### src/rtl/branch_resolve_ctrl_if.sv
// Decode-to-fetch branch bundle: op handshake from decode, resolve/redirect/flush toward fetch.
// slave = resolver side (branch_resolve_ctrl); master = decode/fetch side.
interface branch_resolve_ctrl_if #(
  parameter int XLEN = 32
);
  logic            br_valid;
  logic            br_ready;
  logic            is_jal;
  logic            is_jalr;
  logic [2:0]      func3;
  logic [XLEN-1:0] pc;
  logic [XLEN-1:0] imm;
  logic [XLEN-1:0] rdata1;
  logic [XLEN-1:0] rdata2;
  logic            resolve_valid;
  logic            resolve_taken;
  logic            redirect_valid;
  logic            redirect_ready;
  logic [XLEN-1:0] redirect_pc;
  logic            flush;
  logic            misalign_exc;

  modport slave (
    input  br_valid, is_jal, is_jalr, func3, pc, imm,
    input  rdata1, rdata2, redirect_ready,
    output br_ready, resolve_valid, resolve_taken,
    output redirect_valid, redirect_pc, flush, misalign_exc
  );

  modport master (
    output br_valid, is_jal, is_jalr, func3, pc, imm,
    output rdata1, rdata2, redirect_ready,
    input  br_ready, resolve_valid, resolve_taken,
    input  redirect_valid, redirect_pc, flush, misalign_exc
  );
endinterface

### src/rtl/branch_resolve_ctrl.sv
// Branch/jump resolver: accept op, EVAL (compare + target), REDIRECT to fetch, FLUSH younger stages.
// Ports: clk, rst (sync, active-high), bus (branch_resolve_ctrl_if.slave).
// Optional BR_STATS_EN macro adds taken_cnt / not_taken_cnt outputs (32-bit, wrapping).
module branch_resolve_ctrl #(
  parameter int XLEN         = 32,
  parameter int FLUSH_CYCLES = 2
) (
  input  logic clk,
  input  logic rst,
  branch_resolve_ctrl_if.slave bus
`ifdef BR_STATS_EN
  ,
  output logic [31:0] taken_cnt,
  output logic [31:0] not_taken_cnt
`endif
);

  typedef enum logic [1:0] {
    S_IDLE,
    S_EVAL,
    S_REDIR,
    S_FLUSH
  } state_t;

  localparam logic [3:0] FLUSH_LOAD = 4'(FLUSH_CYCLES);

  state_t          state_q, state_d;
  logic [XLEN-1:0] pc_q, pc_d;
  logic [XLEN-1:0] imm_q, imm_d;
  logic [XLEN-1:0] rs1_q, rs1_d;
  logic [XLEN-1:0] rs2_q, rs2_d;
  logic [2:0]      f3_q, f3_d;
  logic            jal_q, jal_d;
  logic            jalr_q, jalr_d;
  logic [XLEN-1:0] rpc_q, rpc_d;
  logic [3:0]      cnt_q, cnt_d;

  logic            accept;
  logic            cond;
  logic            taken;
  logic            misal;
  logic [XLEN-1:0] target;
  logic [XLEN-1:0] jalr_sum;

  logic            br_ready;
  logic            res_valid;
  logic            res_taken;
  logic            rdr_valid;
  logic            flush;
  logic            exc;

  assign br_ready = (state_q == S_IDLE) && !rst;
  assign accept   = bus.br_valid && br_ready;

  // Condition from captured operands; func3 010/011 fall to not-taken.
  always_comb begin
    cond = 1'b0;
    case (f3_q)
      3'b000:  cond = (rs1_q == rs2_q);
      3'b001:  cond = (rs1_q != rs2_q);
      3'b100:  cond = ($signed(rs1_q) <  $signed(rs2_q));
      3'b101:  cond = ($signed(rs1_q) >= $signed(rs2_q));
      3'b110:  cond = (rs1_q <  rs2_q);
      3'b111:  cond = (rs1_q >= rs2_q);
      default: cond = 1'b0;
    endcase
  end

  assign taken    = jal_q | jalr_q | cond;
  assign jalr_sum = rs1_q + imm_q;
  assign target   = jalr_q ? {jalr_sum[XLEN-1:1], 1'b0}
                           : (pc_q + imm_q);
  assign misal    = (target[1:0] != 2'b00);

  always_comb begin
    state_d   = state_q;
    pc_d      = pc_q;
    imm_d     = imm_q;
    rs1_d     = rs1_q;
    rs2_d     = rs2_q;
    f3_d      = f3_q;
    jal_d     = jal_q;
    jalr_d    = jalr_q;
    rpc_d     = rpc_q;
    cnt_d     = cnt_q;
    res_valid = 1'b0;
    res_taken = 1'b0;
    rdr_valid = 1'b0;
    flush     = 1'b0;
    exc       = 1'b0;
    unique case (state_q)
      S_IDLE: begin
        if (accept) begin
          pc_d    = bus.pc;
          imm_d   = bus.imm;
          rs1_d   = bus.rdata1;
          rs2_d   = bus.rdata2;
          f3_d    = bus.func3;
          jal_d   = bus.is_jal;
          jalr_d  = bus.is_jalr;
          state_d = S_EVAL;
        end
      end
      S_EVAL: begin
        res_valid = 1'b1;
        res_taken = taken;
        if (!taken) begin
          state_d = S_IDLE;
        end else if (misal) begin
          exc     = 1'b1;
          state_d = S_IDLE;
        end else begin
          rpc_d   = target;
          state_d = S_REDIR;
        end
      end
      S_REDIR: begin
        rdr_valid = 1'b1;
        if (bus.redirect_ready) begin
          cnt_d   = FLUSH_LOAD;
          state_d = S_FLUSH;
        end
      end
      S_FLUSH: begin
        flush = 1'b1;
        cnt_d = cnt_q - 4'd1;
        if (cnt_q <= 4'd1) begin
          state_d = S_IDLE;
        end
      end
      default: state_d = S_IDLE;
    endcase
  end

  always_ff @(posedge clk) begin
    if (rst) begin
      state_q <= S_IDLE;
      pc_q    <= '0;
      imm_q   <= '0;
      rs1_q   <= '0;
      rs2_q   <= '0;
      f3_q    <= '0;
      jal_q   <= 1'b0;
      jalr_q  <= 1'b0;
      rpc_q   <= '0;
      cnt_q   <= '0;
    end else begin
      state_q <= state_d;
      pc_q    <= pc_d;
      imm_q   <= imm_d;
      rs1_q   <= rs1_d;
      rs2_q   <= rs2_d;
      f3_q    <= f3_d;
      jal_q   <= jal_d;
      jalr_q  <= jalr_d;
      rpc_q   <= rpc_d;
      cnt_q   <= cnt_d;
    end
  end

  // Outputs are gated by state, so they read 0 the cycle after any reset.
  assign bus.br_ready       = br_ready;
  assign bus.resolve_valid  = res_valid;
  assign bus.resolve_taken  = res_taken;
  assign bus.redirect_valid = rdr_valid;
  assign bus.redirect_pc    = rpc_q;
  assign bus.flush          = flush;
  assign bus.misalign_exc   = exc;

`ifdef BR_STATS_EN
  logic [31:0] taken_cnt_q, taken_cnt_d;
  logic [31:0] not_taken_cnt_q, not_taken_cnt_d;

  always_comb begin
    taken_cnt_d     = taken_cnt_q;
    not_taken_cnt_d = not_taken_cnt_q;
    if (res_valid) begin
      if (res_taken) taken_cnt_d     = taken_cnt_q + 32'd1;
      else           not_taken_cnt_d = not_taken_cnt_q + 32'd1;
    end
  end

  always_ff @(posedge clk) begin
    if (rst) begin
      taken_cnt_q     <= '0;
      not_taken_cnt_q <= '0;
    end else begin
      taken_cnt_q     <= taken_cnt_d;
      not_taken_cnt_q <= not_taken_cnt_d;
    end
  end

  assign taken_cnt     = taken_cnt_q;
  assign not_taken_cnt = not_taken_cnt_q;
`endif

endmodule

### src/flat_wrapper.sv
// flat-port wrapper written by rule: the top's interface ports become plain ports
module branch_resolve_ctrl_flat 
#(
  parameter int XLEN         = 32,
  parameter int FLUSH_CYCLES = 2
)
  (clk, rst, bus_br_valid, bus_is_jal, bus_is_jalr, bus_func3, bus_pc, bus_imm, bus_rdata1, bus_rdata2, bus_redirect_ready, bus_br_ready, bus_resolve_valid, bus_resolve_taken, bus_redirect_valid, bus_redirect_pc, bus_flush, bus_misalign_exc);
  branch_resolve_ctrl_if #(.XLEN(XLEN)) bus_i ();
  input  logic clk;
  input  logic rst;
  input wire logic [$bits(bus_i.br_valid)-1:0] bus_br_valid;
  input wire logic [$bits(bus_i.is_jal)-1:0] bus_is_jal;
  input wire logic [$bits(bus_i.is_jalr)-1:0] bus_is_jalr;
  input wire logic [$bits(bus_i.func3)-1:0] bus_func3;
  input wire logic [$bits(bus_i.pc)-1:0] bus_pc;
  input wire logic [$bits(bus_i.imm)-1:0] bus_imm;
  input wire logic [$bits(bus_i.rdata1)-1:0] bus_rdata1;
  input wire logic [$bits(bus_i.rdata2)-1:0] bus_rdata2;
  input wire logic [$bits(bus_i.redirect_ready)-1:0] bus_redirect_ready;
  output wire logic [$bits(bus_i.br_ready)-1:0] bus_br_ready;
  output wire logic [$bits(bus_i.resolve_valid)-1:0] bus_resolve_valid;
  output wire logic [$bits(bus_i.resolve_taken)-1:0] bus_resolve_taken;
  output wire logic [$bits(bus_i.redirect_valid)-1:0] bus_redirect_valid;
  output wire logic [$bits(bus_i.redirect_pc)-1:0] bus_redirect_pc;
  output wire logic [$bits(bus_i.flush)-1:0] bus_flush;
  output wire logic [$bits(bus_i.misalign_exc)-1:0] bus_misalign_exc;
  assign bus_i.br_valid = bus_br_valid;
  assign bus_i.is_jal = bus_is_jal;
  assign bus_i.is_jalr = bus_is_jalr;
  assign bus_i.func3 = bus_func3;
  assign bus_i.pc = bus_pc;
  assign bus_i.imm = bus_imm;
  assign bus_i.rdata1 = bus_rdata1;
  assign bus_i.rdata2 = bus_rdata2;
  assign bus_i.redirect_ready = bus_redirect_ready;
  assign bus_br_ready = bus_i.br_ready;
  assign bus_resolve_valid = bus_i.resolve_valid;
  assign bus_resolve_taken = bus_i.resolve_taken;
  assign bus_redirect_valid = bus_i.redirect_valid;
  assign bus_redirect_pc = bus_i.redirect_pc;
  assign bus_flush = bus_i.flush;
  assign bus_misalign_exc = bus_i.misalign_exc;
  branch_resolve_ctrl #(.XLEN(XLEN), .FLUSH_CYCLES(FLUSH_CYCLES)) u_core (.clk(clk), .rst(rst), .bus(bus_i));
endmodule
### config.mk
export PLATFORM = sky130hd
export DESIGN_NAME = branch_resolve_ctrl_flat
export DESIGN_NICKNAME = d
export VERILOG_FILES = /design/src/rtl/branch_resolve_ctrl_if.sv /design/src/rtl/branch_resolve_ctrl.sv /design/src/flat_wrapper.sv
export SDC_FILE = /design/constraint.sdc
export NUM_CORES = 1
export LEC_CHECK = 0
export CORE_ASPECT_RATIO = 1.75
export CORE_MARGIN = 10
export CORE_UTILIZATION = 45
export DETAILED_ROUTE_END_ITERATION = 7
export GPL_TIMING_DRIVEN = 0
export PLACE_DENSITY = 0.79
export SLEW_MARGIN = 20
export SYNTH_ARGS = -nofsm -noshare
export SYNTH_HDL_FRONTEND = slang
export SYNTH_SLANG_ARGS = --single-unit
### constraint.sdc
create_clock -name clk -period 2.9 [get_ports clk]
set_input_delay 0.435 -clock clk [delete_from_list [all_inputs] [get_ports clk]]
set_output_delay 0.435 -clock clk [all_outputs]
set_load 0.03 [all_outputs]
## Yosys cells after proc, flatten, opt, wreduce, memory -nomap -nowiden

Cells that the tools add are included.

- $add $sub $neg: 3
- Multiplexer cells: 17
- Reductions and logical operators: 11
- Magnitude comparators: 5
- Bitwise gates (word level): 3
- Equal/unequal tests: 13

Operator list:

| kind | number |
|---|---|
| $add 32x32->32 | 2 |
| $ge 32x32->1 | 2 |
| $lt 32x32->1 | 2 |
| $eq 32x32->1 | 1 |
| $mux 32 | 1 |
| $ne 32x32->1 | 1 |
| $eq 3x3->1 const B | 4 |
| $mux 2 | 5 |
| $pmux 2 s4 | 1 |
| $pmux 4 s2 | 1 |
| $mux 1 | 7 |
| $pmux 1 s6 | 1 |
| $reduce_and 3->1 | 2 |
| $eq 2x2->1 const B | 2 |
| $le 4x1->1 const B | 1 |
| $mux 4 | 1 |
| $ne 2x1->1 const B | 2 |
| $reduce_and 2->1 | 2 |
| $reduce_bool 2->1 | 2 |
| $sub 4x1->4 const B | 1 |
| $eq 3x1->1 const B | 1 |
| $logic_not 3->1 | 1 |
| $eq 2x1->1 const B | 1 |
| $logic_and 1x1->1 | 2 |
| 5 further kinds | 6 |

- Bits in registers: 171
- Bits of input ports: 137
- Output and inout bits: 38
- Logic and storage cells: 62

## Logic depth before layout (Yosys ltp)

Gate-level depths: netlist of the first run.

- Depth in word-level cells: 6
- Depth in mapped cells: 13
- Gate-level depth less buffers: 13

## Worst setup path after synthesis of the first run

Ideal clock, no wire load.

- Path type: register to output
- Start: register u_core.rs2_q[1]
- End: output port bus_misalign_exc
- Stages on the path, launching flop included: 12
- Path slack: -314 ps
- Required time: 2,465 ps
- Path buffers: 0
- Arrival time: 2,779 ps
- Cells stage by stage: dfxtp_1 -> inv_1 -> ha_1 -> nor2b_1 -> o21a_1 -> o21a_1 -> o311a_1 -> o32ai_4 -> mux2i_1 -> o2111a_1 -> o21a_1 -> and2_1

- Longest elaborated chain between the ends: 5
- Elaborated cells between the ends (all ways): 10
- Those cells by class: order compare: 4; eq/ne: 2; mux: 3; bitwise: 1

Ends and longest elaborated chain:

| item | RTL line | source |
|---|---|---|
| start: declaration | branch_resolve_ctrl.sv:31 | `logic [XLEN-1:0] rs2_q, rs2_d;` |
| start signal: assignment | branch_resolve_ctrl.sv:152 | `rs2_q <= rs2_d;` |
| $ge 32x32->1 (tied with other cells) | branch_resolve_ctrl.sv:64 | `3'b111: cond = (rs1_q >= rs2_q);` |
| $pmux 1 s6 (*) | branch_resolve_ctrl.sv:58 | `case (f3_q)` |
| $or 1x1->1 (*) | branch_resolve_ctrl.sv:69 | `assign taken = jal_q \| jalr_q \| cond;` |
| $mux 1 (*) | branch_resolve_ctrl.sv:107 | `if (!taken) begin` |
| $mux 1 (*) | branch_resolve_ctrl.sv:91 | `unique case (state_q)` |
| end: declaration | flat_wrapper.sv:26 | `output wire logic [$bits(bus_i.misalign_exc)-1:0] bus_misalign_exc;` |

Mark *: on every way between the ends. The rest lies on a longest branch, timed or not.

## Worst setup path after layout of the first run

- Start: register u_core.rs1_q[1]
- End: output port bus_misalign_exc

- Longest elaborated chain between the ends: 6
- Elaborated cells between the ends (all ways): 14
- Those cells by class: add/sub: 1; order compare: 4; eq/ne: 2; mux: 5; bitwise: 1; reduce/logical: 1

Ends and longest elaborated chain:

| item | RTL line | source |
|---|---|---|
| start: declaration | branch_resolve_ctrl.sv:30 | `logic [XLEN-1:0] rs1_q, rs1_d;` |
| start signal: assignment | branch_resolve_ctrl.sv:151 | `rs1_q <= rs1_d;` |
| $add 32x32->32 | branch_resolve_ctrl.sv:70 | `assign jalr_sum = rs1_q + imm_q;` |
| $mux 32 | branch_resolve_ctrl.sv:71 | `assign target = jalr_q ? {jalr_sum[XLEN-1:1], 1'b0}` |
| $reduce_bool 2->1 | branch_resolve_ctrl.sv:73 | `assign misal = (target[1:0] != 2'b00);` |
| $mux 1 | branch_resolve_ctrl.sv:109 | `end else if (misal) begin` |
| $mux 1 (*) | branch_resolve_ctrl.sv:107 |  |
| $mux 1 (*) | branch_resolve_ctrl.sv:91 |  |

Marks and branches as above.

==> flow_summary.toml, run 1 <==
[timing]
finalSetupViolations = 35
period_share_pct = 120
fmax_ghz = 0.286
final.setup.tns_ps = -9610
worst_slew_pin_slew_ps = 967
slew_headroom_pct = 35.6
hold_ws_ps = 465
finalHoldViolCount = 0
finalWorstSetupSlack_ps = -594
drv_slew = 0
rsz0062_at_grt = "yes"
fin_skew_ps = 9.77
finalCriticalPeriod_ps = 3490

[power]
clockPowerShare_pct = 33.1
p_sw_share_pct = 32.8
internal-power_uw = 4920
total_power_uw = 7320
p_switching_uw = 2400
power_leakage_uw = 0.00563
combPwrFrac_pct = 29.4
powerDensity_nw_per_um2 = 525
p_seq_share_pct = 37.5
ir_drop_uv = 490

[floorplanning]
fp.coreArea_um2 = 22700
die_w_um = 134
rows = 73
io-pin-count = 175
start_util_pct = 45.4
die_y_um = 220
fp.dieArea_um2 = 29500

[drt]
ant_nets = 0
vias = 10600
drtIter0Drc = 968
vias_per_cell = 5.73
firstDrtPassIters = 7
avgRoutedWirePerCell_um = 20.0
drc_errors = 0
wl_um = 36900

[critical_path]
r2r_end = "u_core.bus.redirect_pc[3]$_SDFFE_PP0P_"
crit_type = "flip-flop to output pin"
slowest_stage = "dfxtp_4"
critical_path_buf_inv_count = 1
cp_common_cell = "o21a_1"
critical_path_arrival_ps = 3060
required_ps = 2470
setup.worst_path.start_class = "flip-flop"
end_kind = "output pin"
r2r_setup_slack_ps = -320
crit_fanout = 4
critPathMaxStageDelay_ps = 360
path_cells = "ha_4 -> nor2b_4 -> o21a_1 -> o21a_1 -> o311a_1 -> o32ai_4 -> and4_4 -> o31ai_4 -> o21a_4 -> and2_4 -> buf_6"
critPathTopFamily = "compound AO/OA/AOI/OAI gates"
r2r_cells = 15
rr_startpoint = "u_core.rs1_q[1]$_SDFFE_PP0P_"

[synth]
synthArstFlopShare_pct = 0
yosysWarnings = 0
synth.avg_cell_area_um2 = 7.85
muxShareOfSynthArea_pct = 0.511
synth_cells = 1310
synth_fp_nets = 1544
synth_edf_count = 0
synth-xor-area-share_pct = 3.83
ys_types = 78
synth_seq_cells = 171
synth_top_family_by_area = "compound AO/OA/AOI/OAI gates"
ys_seq_area_share_pct = 33.3
synth_area_um2 = 10300
yosys.area_share.simple_pct = 20.6
synth_compound_area_share_pct = 25.1
synthAdderAreaFrac_pct = 12.0
synth_ff_type = "dfxtp_1"

[cts]
cts_made_buffers = 17
path_clk_slew_ps = 70
clock_latency_ps = 450
cts_root_buf = "clkbuf_16"
cts_tree = "yes"
clk_path_buf_depth = 2
clock-sinks = 171
hold_buffers = 0
cts_max_level = 4

[status]
violations = "negative setup slack"
outcome = "finished, violations left"

[grt]
antenna_found_initial = 0
grt-ovfl-total = 0
grt_pass1_vias = 10700
gr-usage-all-layers_pct = 24.0
grt_pass1_wl_um = 55700
grt_max_degree = 17

[layout]
regArea_um2 = 3430
multi_input_area_um2 = 6900
area_growth_syn_to_layout_pct = 35.8
n_antenna_cell = 0
nFillCells = 1982
drive_above_1_share_pct = 12.9
fin_util_pct = 61.6
fin_area_um2 = 14000
nets = 1768

[hold_path]
holdCritPathClass = "flip-flop to flip-flop"
holdPathEnd = "u_core.pc_q[23]$_SDFFE_PP0P_"
whs_path_depth = 2
min-delay-start = "u_core.pc_q[23]$_SDFFE_PP0P_"

[placed_design]
detailed_place.area_um2 = 12400
port_buffers = 173
place_congestion = 0.908
dpl.hpwl_um = 28100

[flow_run]
maxCapViolCount = 0
[cell type report]
type / instances / share of cell area [%]
Inverter: 55 / 1.48
Multi-Input combinational cell: 1020 / 49.4
Sequential cell: 171 / 24.6
Tap cell: 300 / 2.69
Buffer: 63 / 2.29
Clock inverter: 9 / 0.977
Timing Repair Buffer: 206 / 15.2
Clock buffer: 22 / 3.40
[sequential cells by signal, summed over array words and instances, names as in the netlist, named ones only]
signal	count
u_core.imm_q	32
u_core.jal_q	1
u_core.jalr_q	1
u_core.cnt_q	4
u_core.f3_q	3
u_core.rs1_q	32
u_core.rs2_q	32
u_core.bus.redirect_pc	32
u_core.pc_q	32
u_core.state_q	1
[worst register-to-register path, stage by stage (launching register included)]
cell and delay [ps]:
dfxtp_4 360, ha_4 230, nor2b_4 120, o21a_1 180, o21a_1 170, o311a_1 340, o32ai_4 320, mux2i_1 240
o2111a_2 230, buf_4 110, buf_6 100, o21ai_4 80, buf_6 160, buf_4 140, nor3_2 260, nor3_2 60
[what timing repair did]
| action | CTS | global route |
|---|---|---|
| resized for setup | 119 | 65 |
| gates cloned | 4 | 0 |
| pin swaps | 26 | 24 |
| setup buffers | 18 | 12 |
| setup endpoints to repair | 165 | 93 |
[routing by layer]
layer / wire, µm / global-route usage [%]
met5: 0 / 0
met4: 2470 / 17.2
met3: 2270 / 4.15
met2: 18700 / 42.9
met1: 13500 / 24.8
[per-stage QoR]
| step | cells | worst slack (ps) |
|---|---|---|
| after floorplan | 1310 | -17.9 |
| after global placement | 1783 | -1020 |
| after detailed placement | 1783 | -1040 |
| after CTS | 1836 | -699 |
| after global routing | 1846 | -686 |
| final | 1846 | -594 |
[layout by cell type (no fill, tap or decap), types with 5 or more instances in the layout]
cell type	n
a211o_1	5
a211oi_1	9
a211oi_2	14
a21o_1	27
a21oi_1	62
a21oi_2	10
a31oi_1	12
and2_1	6
and3_1	9
buf_4	15
buf_6	14
clkbuf_1	43
clkbuf_16	17
clkbuf_2	11
clkdlybuf4s50_1	171
dfxtp_1	167
ha_1	92
inv_1	53
nand2_1	276
nand2b_1	17
nand3_1	17
nand4_1	10
nor2_1	57
nor2_4	11
nor2b_1	12
nor3_1	13
nor3_2	12
o211ai_1	6
o21a_1	11
o21ai_0	131
o21ai_2	10
o31ai_1	44
or3_1	5
xnor2_1	34
xor2_1	11
[cell usage after synthesis, drive strengths merged, types with 14 or more instances]
| cell type | n | area [µm²] |
|---|---|---|
| nand2 | 278 | 1040 |
| dfxtp | 171 | 3420 |
| o21ai | 143 | 719 |
| ha | 95 | 1190 |
| a21oi | 75 | 375 |
| nor2 | 72 | 270 |
| inv | 55 | 206 |
| clkbuf | 50 | 188 |
| o31ai | 46 | 364 |
| xnor2 | 34 | 298 |
| a211oi | 27 | 228 |
| a21o | 27 | 203 |
| nor3 | 25 | 170 |
| nand2b | 19 | 119 |
| nand3 | 18 | 90.1 |
| buf | 14 | 91.3 |
[cells by family after synthesis]
logic type | count (synthesis)
AO/OA/AOI/OAI | 398
adder cells (fa/ha/maj) | 97
multiplexers | 5
AND/OR/NAND/NOR | 475
XOR/XNOR | 45
flip-flops | 171
buffers and inverters | 119
[worst max-delay path by stage]
stage	end	depth (start not counted)	from
finish	bus_misalign_exc	11	u_core.rs1_q[1]$_SDFFE_PP0P_
global route	bus_misalign_exc	12	u_core.rs2_q[1]$_SDFFE_PP0P_
detailed placement	u_core.bus.redirect_pc[30]$_SDFFE_PP0P_	13	u_core.imm_q[0]$_SDFFE_PP0P_
floorplan	bus_misalign_exc	11	u_core.rs2_q[1]$_SDFFE_PP0P_
CTS	bus_misalign_exc	11	u_core.rs1_q[1]$_SDFFE_PP0P_
global placement	u_core.bus.redirect_pc[30]$_SDFFE_PP0P_	13	u_core.imm_q[0]$_SDFFE_PP0P_
[power groups by stage]
stage,sequential (µW),combinational [µW],clock [µW]
after global routing,2760,2340,2520
after detailed placement,2780,1850,0
final,2750,2150,2420
after global placement,2770,1810,0
after CTS,2730,2030,2420
after floorplan,2770,1170,0
(Power assumes the default switching activity.)
==> run 2, diff against run 1 <==
--- a/config.mk
+++ b/config.mk
@@ -11,7 +11,6 @@
 export DETAILED_ROUTE_END_ITERATION = 7
 export GPL_TIMING_DRIVEN = 0
 export PLACE_DENSITY = 0.79
-export SLEW_MARGIN = 20
 export SYNTH_ARGS = -nofsm -noshare
 export SYNTH_HDL_FRONTEND = slang
 export SYNTH_SLANG_ARGS = --single-unit
==> results of run 2 <==
The final DEF is identical to that of run 1; final timing and power are the same.
